## src/rtl/prbs_pkg.sv

```systemverilog
// Shared definitions for the PRBS checker slice: sequence selection, tap
// positions of the supported polynomials and the lock state machine encoding.
package prbs_pkg;

    typedef enum int unsigned {
        PRBS7  = 7,
        PRBS15 = 15,
        PRBS23 = 23,
        PRBS31 = 31
    } prbs_sel_e;

    typedef enum logic [1:0] {
        HUNT   = 2'd0,
        VERIFY = 2'd1,
        LOCKED = 2'd2
    } state_e;

    typedef struct packed {
        int unsigned a;
        int unsigned b;
    } taps_t;

    // Recurrence bit(n) = bit(n-a) ^ bit(n-b); unsupported orders return zeros.
    function automatic taps_t taps(input int unsigned prbs);
        taps_t t;
        case (prbs)
            7:       begin t.a = 7;  t.b = 6;  end
            15:      begin t.a = 15; t.b = 14; end
            23:      begin t.a = 23; t.b = 18; end
            31:      begin t.a = 31; t.b = 28; end
            default: begin t.a = 0;  t.b = 0;  end
        endcase
        return t;
    endfunction

endpackage

```

## src/rtl/prbs_predict.sv

```systemverilog
// Unrolls the PRBS recurrence over one beat: given the last Prbs bits
// (bit 0 oldest), produces the next DataWidth bits and the resulting history.
module prbs_predict
    import prbs_pkg::*;
#(
    parameter int Prbs      = 7,
    parameter int DataWidth = 32
) (
    input  logic [Prbs-1:0]      hist_i,
    output logic [DataWidth-1:0] pred_o,
    output logic [Prbs-1:0]      hist_o
);

    localparam taps_t Taps = taps(Prbs);
    localparam int    TapA = int'(Taps.a);
    localparam int    TapB = int'(Taps.b);

    // History occupies the low end of a scratch stream, predictions extend it upwards.
    function automatic logic [DataWidth-1:0] extend(input logic [Prbs-1:0] h);
        logic [Prbs+DataWidth-1:0] s;
        s = '0;
        s[Prbs-1:0] = h;
        for (int i = 0; i < DataWidth; i++) begin
            s[Prbs+i] = s[Prbs+i-TapA] ^ s[Prbs+i-TapB];
        end
        return s[Prbs+DataWidth-1:Prbs];
    endfunction

    assign pred_o = extend(hist_i);
    assign hist_o = pred_o[DataWidth-1 -: Prbs];

endmodule

```

## config.mk

```make
export PLATFORM = sky130hd
export DESIGN_NAME = prbs_predict
export DESIGN_NICKNAME = d
export VERILOG_FILES = /design/src/rtl/prbs_pkg.sv /design/src/rtl/prbs_predict.sv
export SDC_FILE = /design/constraint.sdc
export NUM_CORES = 1
export LEC_CHECK = 0
export BUFFER_PORTS_ARGS = -buffer_cell sky130_fd_sc_hd__buf_2
export CAP_MARGIN = 20
export CORE_MARGIN = 5
export CORE_UTILIZATION = 36
export DETAILED_ROUTE_END_ITERATION = 8
export PLACE_DENSITY = 0.93
export SLEW_MARGIN = 20
export SYNTH_ARGS = -nofsm -noshare
export SYNTH_HDL_FRONTEND = slang
export SYNTH_SLANG_ARGS = --single-unit
```

## constraint.sdc

```tcl
create_clock -name vclk -period 1.2
set_input_delay 0.18 -clock vclk [all_inputs]
set_output_delay 0.18 -clock vclk [all_outputs]
set_load 0.01 [all_outputs]
```

==> insert_results.sql, run 1 <==
INSERT INTO impl_metrics (metric_group, metric, value, unit) VALUES
('critical_path', 'startpoint_type', 'input port', ''),
('power_and_ir_drop', 'p_sw', '0.000373', 'W'),
('finish', 'n_sequential_cell', '0', ''),
('timing', 'fin_ws', '-0.0838', 'ns'),
('route', 'drc', '0', ''),
('place', 'placement.io_buffers', '46', ''),
('power_and_ir_drop', 'share_seq_of_total_power', '0', '%'),
('power_and_ir_drop', 'pwr-share-clk', '0', '%'),
('finish', 'n_clock_buffer', '0', ''),
('timing', 'maxClockFrequency', '0.779', 'GHz'),
('place', 'preCtsSetupSlack', '-0.0798', 'ns'),
('timing', 'period_share', '107', '%'),
('finish', 'areaGrowthSynthToFinish', '99.2', '%'),
('min_path', 'min-delay-start', 'hist_i[5]', ''),
('yosys', 'yosysSeqAreaShare', '0', '%'),
('finish', 'post-route-cell-area', '997', 'um2'),
('timing', 'rsz0062_at_grt', 'yes', ''),
('route', 'drt_wl_total', '1.71', 'mm'),
('global_routing', 'grt_first_pass_wirelength', '2.15', 'mm'),
('place', 'post_dp_cell_area', '860', 'um2'),
('timing', 'timing_worst_slew_pin_value', '0.291', 'ns'),
('yosys', 'synth_area_leader_cell', 'sky130_fd_sc_hd__xnor2_1', ''),
('die', 'dieArea', '2240', 'um2'),
('timing', 'timing_max_transition_violations_final', '0', ''),
('route', 'detail_route.first_pass.iterations', '3', ''),
('finish', 'final_net_count', '113', ''),
('die', 'dieWidth', '47.3', 'um'),
('critical_path', 'critical_path_peak_fanout', '3', ''),
('place', 'hpwlAfterDp', '1.25', 'mm'),
('die', 'io_pins', '46', ''),
('cts', 'holdBufCountCts', '0', ''),
('timing', 'timing.slew.headroom', '80.6', '%'),
('critical_path', 'critical_path_class', 'in -> out', ''),
('route', 'viasPerCell', '4.17', ''),
('power_and_ir_drop', 'share_comb_of_total_power', '100.0', '%'),
('finish', 'antenna_cells', '0', ''),
('critical_path', 'setup.worst_path.end_class', 'output pin', ''),
('power_and_ir_drop', 'worst_ir_drop_vdd', '0.418', 'mV'),
('yosys', 'netlist_area', '500', 'um2'),
('power_and_ir_drop', 'cell_internal_pwr', '0.000381', 'W'),
('timing', 'fin_worst_hold_slack', '0.717', 'ns'),
('place', 'routabilityCongestion', '0.712', ''),
('global_routing', 'antenna_found_initial', '0', ''),
('critical_path', 'worst_setup_path_startpoint', 'hist_i[2]', ''),
('global_routing', 'globalRoute.totalOverflow', '0', ''),
('min_path', 'hold_path_class', 'in -> out', ''),
('global_routing', 'grt_pass1_vias', '478', ''),
('timing', 'hold_violations', '0', ''),
('critical_path', 'worst-endpoint-required', '1.02', 'ns'),
('job', 'max-cap-violations', '0', ''),
('timing', 'finalWorstPathRequiredPeriod', '1.28', 'ns'),
('die', 'chipHeight', '47.3', 'um'),
('timing', 'tns', '-0.188', 'ns'),
('yosys', 'ys_warnings', '0', ''),
('timing', 'setup-violations-final', '9', ''),
('route', 'vias', '496', ''),
('die', 'row_count', '13', ''),
('yosys', 'synth_top_area_share', '29.8', '%'),
('power_and_ir_drop', 'power_per_standard_cell_area', '756', 'nW/um2'),
('yosys', 'syn_nets', '60', ''),
('status', 'outcome', 'finished with violations', ''),
('yosys', 'synth_cell_types', '9', ''),
('route', 'detailedRoute.firstIterationViolations', '2', ''),
('finish', 'layout-drive-gt1-share', '78.8', '%'),
('power_and_ir_drop', 'power.leakage', '0.527', 'nW'),
('global_routing', 'grt_start_max_net_pins', '7', ''),
('die', 'fp.coreArea', '1300', 'um2'),
('finish', 'area.sequential', '0', 'um2'),
('yosys', 'yosys-top-cells-area', 'sky130_fd_sc_hd__xnor2_1 30%, sky130_fd_sc_hd__xor2_1 25%, sky130_fd_sc_hd__buf_4 18%', ''),
('route', 'final_antenna_net_count', '0', ''),
('yosys', 'syn_avg_cell_area', '9.44', 'um2'),
('global_routing', 'grt.total_usage', '13.1', '%'),
('critical_path', 'worstPathArrival', '1.10', 'ns'),
('status', 'failed_checks', 'negative setup slack', ''),
('die', 'initial_core_utilization', '38.5', '%'),
('yosys', 'post_synth_inst_count', '53', ''),
('route', 'drt-wirelength-per-cell', '14.4', 'um'),
('power_and_ir_drop', 'switching_share', '49.5', '%');
-- layer usage --
layer | share of wire, % | global-route usage (%) | vias to the layer above
met5 | 0 | 0 | -
met4 | 0 | 0 | 0
met3 | 6.9 | 0.766 | 0
met2 | 60 | 26.7 | 23
met1 | 33 | 15.3 | 223
li1 | - | - | 250
-- cells in the mapped netlist --
cell,count
sky130_fd_sc_hd__buf_2,1
sky130_fd_sc_hd__buf_4,12
sky130_fd_sc_hd__buf_6,1
sky130_fd_sc_hd__inv_1,3
sky130_fd_sc_hd__xnor2_1,17
sky130_fd_sc_hd__xnor2_2,1
sky130_fd_sc_hd__xnor3_1,3
sky130_fd_sc_hd__xor2_1,14
sky130_fd_sc_hd__xor2_4,1
-- layout make-up --
type	instances	area, um2
multi-input cells	36	505
repair buffers	65	462
fillers	83	304
well taps	15	18.8
inverters	3	11.3
-- placed cells by master, fill, tap and decap left out, drive strengths merged --
master / netlist / routed
xor2: 15 / 15
inv: 3 / 3
xnor2: 18 / 18
buf: 14 / 65
xnor3: 3 / 3
-- worst max-delay path, stage by stage --
cell                      delay [ns]
sky130_fd_sc_hd__buf_8          0.08
sky130_fd_sc_hd__xnor3_2        0.44
sky130_fd_sc_hd__xnor2_1        0.22
sky130_fd_sc_hd__buf_2          0.18
-- cells by family (layout without fill, tap and decap cells) --
logic type                count (synthesis)  in the layout  synth area share, %
xor gates and xnor gates                 36             36                 76.5
buffers and inverters                    17             68                 23.5
-- power by group through the flow --
| stage | Combinational, W | Clock [W] | Sequential (W) |
|---|---|---|---|
| after detailed placement | 0.000688 | 0 | 0 |
| after CTS | 0.000721 | 0 | 0 |
| after global placement | 0.000667 | 0 | 0 |
| after global routing | 0.000800 | 0 | 0 |
| after floorplan | 0.000474 | 0 | 0 |
| final | 0.000754 | 0 | 0 |
-- final timing paths --
kind | depth (start not counted) | endpoint | slack, ns
setup / recovery | 4 | pred_o[19] | -0.08
hold / removal | 3 | pred_o[4] | 0.72
-- what timing repair did --
item,4_1_cts,5_1_grt
gates cloned,0,0
pin swaps,7,6
buffers inserted,3,0
resized for setup,16,9
setup endpoints to repair,21,16
-- metrics by stage --
| stage | std cells | total power, W | util [%] |
|---|---|---|---|
| floorplan | 53 | 0.000474 | - |
| global placement | 119 | 0.000667 | 66.1 |
| detailed placement | 119 | 0.000688 | 66.1 |
| CTS | 120 | 0.000721 | 72.3 |
| global route | 119 | 0.000800 | 76.6 |
| finish | 119 | 0.000754 | 76.6 |
(Power assumes the default switching activity.)
==> inputs of run 2 (changes only) <==
- BUFFER_PORTS_ARGS: -buffer_cell sky130_fd_sc_hd__buf_2 -> default
- CORE_AREA: default -> 5 5 42 44
- CORE_MARGIN: 5 -> default
- CORE_UTILIZATION: 36 -> default
- DIE_AREA: default -> 0 0 47 49
- DONT_BUFFER_PORTS: default -> 1
- PLACE_DENSITY: 0.93 -> 0.66
- REMOVE_ABC_BUFFERS: default -> 1
==> insert_results.sql, run 2 (synthesized netlist as in run 1, its figures left out) <==
INSERT INTO impl_metrics (metric_group, metric, value, unit) VALUES
('status', 'outcome', 'complete, no violations', ''),
('route', 'drt-wirelength-per-cell', '15.8', 'um'),
('finish', 'fill_cells', '166', ''),
('global_routing', 'grt_first_pass_wirelength', '1.62', 'mm'),
('critical_path', 'worst-endpoint-required', '1.02', 'ns'),
('global_routing', 'grt.total_usage', '8.83', '%'),
('power_and_ir_drop', 'power_per_standard_cell_area', '859', 'nW/um2'),
('global_routing', 'grt_start_max_net_pins', '10', ''),
('min_path', 'hold_path_class', 'in -> out', ''),
('critical_path', 'worstPathArrival', '0.95', 'ns'),
('route', 'detailedRoute.firstIterationViolations', '1', ''),
('critical_path', 'startpoint_type', 'input port', ''),
('finish', 'n_clock_buffer', '0', ''),
('die', 'initial_core_utilization', '35.7', '%'),
('die', 'io_pins', '46', ''),
('place', 'placement.io_buffers', '0', ''),
('timing', 'rsz0062_at_grt', 'no', ''),
('place', 'place.detailed.instances', '64', ''),
('die', 'dieWidth', '47', 'um'),
('finish', 'areaGrowthSynthToFinish', '-3.75', '%'),
('timing', 'setup-violations-final', '0', ''),
('die', 'fp.coreArea', '1400', 'um2'),
('global_routing', 'grt_pass1_vias', '338', ''),
('critical_path', 'setup.worst_path.end_class', 'output pin', ''),
('route', 'drc', '0', ''),
('finish', 'commonest_cells_after_routing_fill_and_taps_aside', '17 x sky130_fd_sc_hd__xnor2_1, 14 x sky130_fd_sc_hd__xor2_1, 9 x sky130_fd_sc_hd__buf_4, 3 x sky130_fd_sc_hd__inv_1, 3 x sky130_fd_sc_hd__xnor3_1', ''),
('route', 'drt_wl_total', '1.01', 'mm'),
('timing', 'tns', '0', 'ns'),
('finish', 'antenna_cells', '0', ''),
('timing', 'hold_violations', '0', ''),
('route', 'final_antenna_net_count', '0', ''),
('finish', 'final_net_count', '57', ''),
('finish', 'area.sequential', '0', 'um2'),
('cts', 'holdBufCountCts', '0', ''),
('global_routing', 'antenna_found_initial', '0', ''),
('power_and_ir_drop', 'worst_ir_drop_vdd', '0.286', 'mV'),
('timing', 'period_share', '94.2', '%'),
('power_and_ir_drop', 'power.leakage', '0.216', 'nW'),
('job', 'max-cap-violations', '0', ''),
('timing', 'finalWorstPathRequiredPeriod', '1.13', 'ns'),
('place', 'post_dp_cell_area', '482', 'um2'),
('route', 'vias', '291', ''),
('timing', 'timing.slew.headroom', '66.8', '%'),
('cts', 'postCtsResizedCells', '0', ''),
('finish', 'n_sequential_cell', '0', ''),
('critical_path', 'critical_path_peak_fanout', '7', ''),
('place', 'routabilityCongestion', '0.706', ''),
('route', 'detail_route.first_pass.iterations', '2', ''),
('global_routing', 'globalRoute.totalOverflow', '0', ''),
('die', 'dieArea', '2300', 'um2'),
('timing', 'timing_max_transition_violations_final', '0', ''),
('finish', 'finalNonFillerCells', '64', ''),
('finish', 'post-route-cell-area', '482', 'um2'),
('cts', 'post_cts_buffers', '0', ''),
('critical_path', 'critical_path_class', 'in -> out', ''),
('finish', 'multi_input_area', '383', 'um2'),
('die', 'chipHeight', '49', 'um'),
('die', 'row_count', '14', ''),
('route', 'viasPerCell', '4.55', ''),
('finish', 'final_common_cell', 'sky130_fd_sc_hd__xnor2_1', ''),
('finish', 'layout-drive-gt1-share', '22.9', '%'),
('timing', 'timing_worst_slew_pin_value', '0.495', 'ns'),
('timing', 'maxClockFrequency', '0.885', 'GHz'),
('place', 'hpwlAfterDp', '870', 'um');
## run 2: cell types whose count changed in the layout (fill, tap and decap cells not counted), sizes merged
cell,before,now
buf,65,9
## run 2: area by class of cell
type	instances	area share (%)
multi-input cells	36	79.5
repair buffers	9	14.0
well taps	16	4.16
inverters	3	2.34
## run 2: metal layers
metal  part of all wire (%)  track usage, %
met1                     37            10.0
met2                     54            16.5
met3                    9.0            2.58
met4                      0               0
met5                      0               0
## run 2: worst max-delay path, cell delays in order
cell	delay (ns)
sky130_fd_sc_hd__xnor3_1	0.43
sky130_fd_sc_hd__xnor2_1	0.18
sky130_fd_sc_hd__buf_4	0.16
## run 2: per-stage QoR
stage / utilization (%) / power (W) / hold WS, ns / setup WS [ns]
after floorplan: - / 0.000317 / 0.436 / -0.000471
after global placement: 34.4 / 0.000417 / 0.445 / 0.0895
after detailed placement: 34.4 / 0.000423 / 0.444 / 0.0669
after CTS: 34.4 / 0.000424 / 0.444 / 0.0669
after global routing: 34.4 / 0.000447 / 0.448 / 0.0247
final: 34.4 / 0.000414 / 0.441 / 0.0702
## run 2: path summary, 6_finish.rpt
kind | from | endpoint | slack [ns] | depth (start not counted)
setup / recovery | hist_i[1] | hist_o[5] | 0.07 | 3
hold / removal | hist_i[6] | pred_o[11] | 0.44 | 1
## run 2: power by group
| part | internal, W | switching, W |
|---|---|---|
| combinational | 0.000179 | 0.000235 |
| clock | 0 | 0 |
| sequential | 0 | 0 |
==> inputs of run 3 (changes only) <==
- ABC_AREA: default -> 1
- CORE_AREA: 5 5 42 44 -> default
- CORE_MARGIN: default -> 5
- CORE_UTILIZATION: default -> 48
- DIE_AREA: 0 0 47 49 -> default
- PLACE_DENSITY: 0.66 -> 0.77
==> insert_results.sql, run 3 <==
INSERT INTO impl_metrics (metric_group, metric, value, unit) VALUES
('global_routing', 'grt_start_max_net_pins', '7', ''),
('yosys', 'yosys.area_share.xor_xnor', '27.2', '%'),
('die', 'dieWidth', '46.1', 'um'),
('yosys', 'netlist_area', '626', 'um2'),
('place', 'post_dp_cell_area', '855', 'um2'),
('yosys', 'synth.most_common_cell', 'sky130_fd_sc_hd__nand2_1', ''),
('status', 'outcome.stop_stage', 'global routing', ''),
('yosys', 'synth-adder-area-share', '0', '%'),
('yosys', 'yosys-top-cells-area', 'sky130_fd_sc_hd__nand2_1 27%, sky130_fd_sc_hd__nand3_1 13%, sky130_fd_sc_hd__nand2_2 9.0%', ''),
('yosys', 'synth_area_leader_cell', 'sky130_fd_sc_hd__nand2_1', ''),
('status', 'stop_error', '[ERROR DPL-0038] Utilization greater than 100%, impossible to legalize', ''),
('yosys', 'yosysSeqAreaShare', '0', '%'),
('die', 'io_pins', '46', ''),
('die', 'initial_core_utilization', '49.3', '%'),
('yosys', 'synth-compound-area-share', '0', '%'),
('status', 'outcome', 'did not finish', ''),
('yosys', 'post_synth_inst_count', '112', ''),
('die', 'chipHeight', '46.1', 'um'),
('place', 'hpwlAfterDp', '1.54', 'mm'),
('place', 'routabilityCongestion', '0.807', ''),
('yosys', 'synth_top_area_share', '27.0', '%'),
('yosys', 'yosys.area_share.simple', '55.4', '%'),
('yosys', 'synth_cell_types', '12', ''),
('timing', 'timing.repair.worst_endpoint_type', 'output port', ''),
('die', 'row_count', '13', ''),
('cts', 'holdBufCountCts', '0', ''),
('yosys', 'post_synth_mux_area_share', '0', '%'),
('yosys', 'syn_avg_cell_area', '5.59', 'um2'),
('place', 'place.detailed.instances', '155', ''),
('yosys', 'synth.cells.most_frequent', '45 x sky130_fd_sc_hd__nand2_1, 16 x sky130_fd_sc_hd__nand3_1, 10 x sky130_fd_sc_hd__inv_1', ''),
('timing', 'worstEndpointGrtRepair', 'pred_o[7]', ''),
('yosys', 'combinational_family_with_the_most_area_after_synthesis', 'simple AND/OR/NAND/NOR gates', ''),
('yosys', 'ys_warnings', '0', ''),
('place', 'placement.io_buffers', '0', '');
==> run 3: cell types whose count changed after synthesis, moves of 5 or more <==
cell	previous run	this run
sky130_fd_sc_hd__buf_4	12	7
sky130_fd_sc_hd__inv_1	3	10
sky130_fd_sc_hd__xor2_1	14	6
sky130_fd_sc_hd__xnor2_1	17	6
sky130_fd_sc_hd__inv_2	0	5
sky130_fd_sc_hd__nand2_2	0	9
sky130_fd_sc_hd__nand2_1	0	45
sky130_fd_sc_hd__nand3_1	0	16
==> run 3: stage by stage <==
stage	setup TNS (ns)	setup slack [ns]
after floorplan	-1.75	-0.244
after global placement	-0.740	-0.0755
after detailed placement	-1.70	-0.153
after CTS	-0.00950	-0.00475
==> run 3: repair_timing <==
item	4_1_cts
setup buffers	6
setup endpoints to repair	20
pin swaps	16
resized for setup	42
==> run 3: cell families after synthesis <==
family	count (synthesis)
buffers and inverters	22
AND/OR/NAND/NOR	74
XOR/XNOR	16
==> inputs of run 4 (changes only) <==
- CORE_AREA: default -> 5 5 66 68
- CORE_MARGIN: 5 -> default
- CORE_UTILIZATION: 48 -> default
- DIE_AREA: default -> 0 0 71 73
- PLACE_DENSITY: 0.77 -> default
- PLACE_DENSITY_LB_ADDON: default -> 0.15
- clock period: 1.2 -> 1.55 ns (I/O delays scaled with it)
==> insert_results.sql, run 4 <==
INSERT INTO impl_metrics (metric_group, metric, value, unit) VALUES
('critical_path', 'max_stage_delay', '0.16', 'ns'),
('yosys', 'synth_cell_types', '12', ''),
('critical_path', 'critical_path_class', 'in -> out', ''),
('finish', 'layout-drive-gt1-share', '38.9', '%'),
('power_and_ir_drop', 'share_seq_of_total_power', '0', '%'),
('yosys', 'yosys-top-cells-area', 'sky130_fd_sc_hd__nand2_1 27%, sky130_fd_sc_hd__nand3_1 13%, sky130_fd_sc_hd__nand2_2 9.0%', ''),
('finish', 'postLayoutCoreUtil', '21.4', '%'),
('place', 'hpwlAfterDp', '1.78', 'mm'),
('finish', 'commonest_cells_after_routing_fill_and_taps_aside', '40 x sky130_fd_sc_hd__nand2_1, 21 x sky130_fd_sc_hd__buf_4, 16 x sky130_fd_sc_hd__nand3_1, 14 x sky130_fd_sc_hd__nand2_2, 10 x sky130_fd_sc_hd__inv_1', ''),
('timing', 'period_share', '91.9', '%'),
('die', 'fp.coreArea', '3800', 'um2'),
('power_and_ir_drop', 'cell_internal_pwr', '0.000205', 'W'),
('global_routing', 'globalRoute.totalOverflow', '0', ''),
('power_and_ir_drop', 'pwr-share-clk', '0', '%'),
('global_routing', 'grt_start_max_net_pins', '7', ''),
('power_and_ir_drop', 'power.leakage', '0.457', 'nW'),
('global_routing', 'grt.total_usage', '7.35', '%'),
('power_and_ir_drop', 'worst_ir_drop_vdd', '0.101', 'mV'),
('finish', 'n_clock_buffer', '0', ''),
('critical_path', 'critical_path_peak_fanout', '6', ''),
('yosys', 'post_synth_inst_count', '112', ''),
('job', 'max-cap-violations', '0', ''),
('yosys', 'synth.most_common_cell', 'sky130_fd_sc_hd__nand2_1', ''),
('timing', 'setup-violations-final', '0', ''),
('route', 'detail_route.first_pass.iterations', '3', ''),
('min_path', 'hold_path_class', 'in -> out', ''),
('power_and_ir_drop', 'share_comb_of_total_power', '100.0', '%'),
('die', 'chipHeight', '73', 'um'),
('route', 'drt_wl_total', '1.96', 'mm'),
('route', 'drt-wirelength-per-cell', '11.1', 'um'),
('timing', 'timing_worst_slew_pin_value', '0.328', 'ns'),
('timing', 'hold_violations', '0', ''),
('timing', 'maxClockFrequency', '0.702', 'GHz'),
('finish', 'multi_input_area', '537', 'um2'),
('die', 'io_pins', '46', ''),
('route', 'final_antenna_net_count', '0', ''),
('yosys', 'synth_top_area_share', '27.0', '%'),
('die', 'row_count', '23', ''),
('timing', 'tns', '0', 'ns'),
('finish', 'n_sequential_cell', '0', ''),
('power_and_ir_drop', 'power_per_standard_cell_area', '708', 'nW/um2'),
('critical_path', 'cpMaxStageDelayCell', 'sky130_fd_sc_hd__xor2_1', ''),
('power_and_ir_drop', 'p_sw', '0.000371', 'W'),
('route', 'detailedRoute.firstIterationViolations', '28', ''),
('place', 'routabilityCongestion', '0.754', ''),
('route', 'vias', '684', ''),
('critical_path', 'worstPathCellList', 'inv_2, nand2_1, nand2_2, nand2_2, nand2_1, nand2_1, nand2_2, xor2_1, buf_4', ''),
('route', 'drc', '0', ''),
('cts', 'postCtsResizedCells', '0', ''),
('cts', 'holdBufCountCts', '0', ''),
('finish', 'fill_cells', '458', ''),
('critical_path', 'startpoint_type', 'input port', ''),
('timing', 'timing.slew.headroom', '78.0', '%'),
('die', 'dieArea', '5180', 'um2'),
('yosys', 'synth_area_leader_cell', 'sky130_fd_sc_hd__nand2_1', ''),
('yosys', 'yosysSeqAreaShare', '0', '%'),
('critical_path', 'setup.worst_path.end_class', 'output pin', ''),
('critical_path', 'worst-endpoint-required', '1.32', 'ns'),
('timing', 'finalWorstPathRequiredPeriod', '1.42', 'ns'),
('cts', 'post_cts_buffers', '0', ''),
('global_routing', 'grt_first_pass_wirelength', '3.19', 'mm'),
('yosys', 'syn_avg_cell_area', '5.59', 'um2'),
('route', 'viasPerCell', '3.89', ''),
('global_routing', 'antenna_found_initial', '0', ''),
('critical_path', 'worstPathArrival', '1.19', 'ns'),
('timing', 'timing_max_transition_violations_final', '0', ''),
('timing', 'rsz0062_at_grt', 'no', ''),
('place', 'placement.io_buffers', '0', ''),
('finish', 'final_net_count', '135', ''),
('yosys', 'ys_warnings', '0', ''),
('finish', 'antenna_cells', '0', ''),
('critical_path', 'timing.critical_path.to', 'pred_o[25]', ''),
('finish', 'areaGrowthSynthToFinish', '30.0', '%'),
('global_routing', 'grt_pass1_vias', '662', ''),
('finish', 'area.sequential', '0', 'um2'),
('power_and_ir_drop', 'switching_share', '64.4', '%'),
('status', 'outcome', 'complete, no violations', ''),
('die', 'dieWidth', '71', 'um'),
('yosys', 'netlist_area', '626', 'um2'),
('die', 'initial_core_utilization', '16.5', '%'),
('yosys', 'synth.cells.most_frequent', '45 x sky130_fd_sc_hd__nand2_1, 16 x sky130_fd_sc_hd__nand3_1, 10 x sky130_fd_sc_hd__inv_1', ''),
('finish', 'final_common_cell', 'sky130_fd_sc_hd__nand2_1', ''),
('critical_path', 'worst_setup_path_startpoint', 'hist_i[1]', '');
[run 4: cell counts after synthesis]
No cell type changed its count.
[run 4: metal layers]
metal | GRT usage, % | wire (um) | up-vias
li1 | - | - | 360
met1 | 9.92 | 927 | 296
met2 | 12.8 | 876 | 28
met3 | 1.65 | 157 | 0
met4 | 0 | 0 | 0
met5 | 0 | 0 | -
[run 4: per-stage QoR]
stage          instances  instance area (um2)  power [W]  hold slack (ns)  setup slack, ns
2_1_floorplan        105                  573   0.000405            0.542          0.00139
3_3_place_gp         176                  793   0.000579            0.687           0.0598
3_5_place_dp         176                  793   0.000582            0.687           0.0511
4_1_cts              176                  793   0.000582            0.687           0.0454
5_1_grt              176                  813   0.000644            0.697          0.00983
6_report             176                  813   0.000576            0.678            0.125
[run 4: critical path, delay by kind of cell]
family | cells | cell delay (ns)
simple gates | 6 | 0.59
buf+inv | 2 | 0.21
xor+xnor | 1 | 0.16
[run 4: cell type report]
class / instances / area share, %
multi-input combinational: 90 / 66.0
tap: 50 / 7.69
timing repair buffer: 21 / 19.4
inverter: 15 / 6.92
[run 4: cells by family after synthesis]
family	share of synthesized area (%)
xor gates and xnor gates	27.2
buffers and inverters	17.4
and+or+nand+nor	55.4
[run 4: worst min-delay path by stage]
stage / to / cells after the start / from
floorplan: pred_o[4] / 1 / hist_i[5]
global placement: pred_o[4] / 2 / hist_i[5]
detailed placement: pred_o[4] / 2 / hist_i[5]
CTS: pred_o[4] / 2 / hist_i[5]
global route: pred_o[5] / 2 / hist_i[6]
finish: pred_o[4] / 2 / hist_i[5]
[run 4: power groups by stage]
stage / clock network (W) / registers, W / logic, W
6_report: 0 / 0 / 0.000576
5_1_grt: 0 / 0 / 0.000644
4_1_cts: 0 / 0 / 0.000582
3_5_place_dp: 0 / 0 / 0.000582
3_3_place_gp: 0 / 0 / 0.000579
2_1_floorplan: 0 / 0 / 0.000405
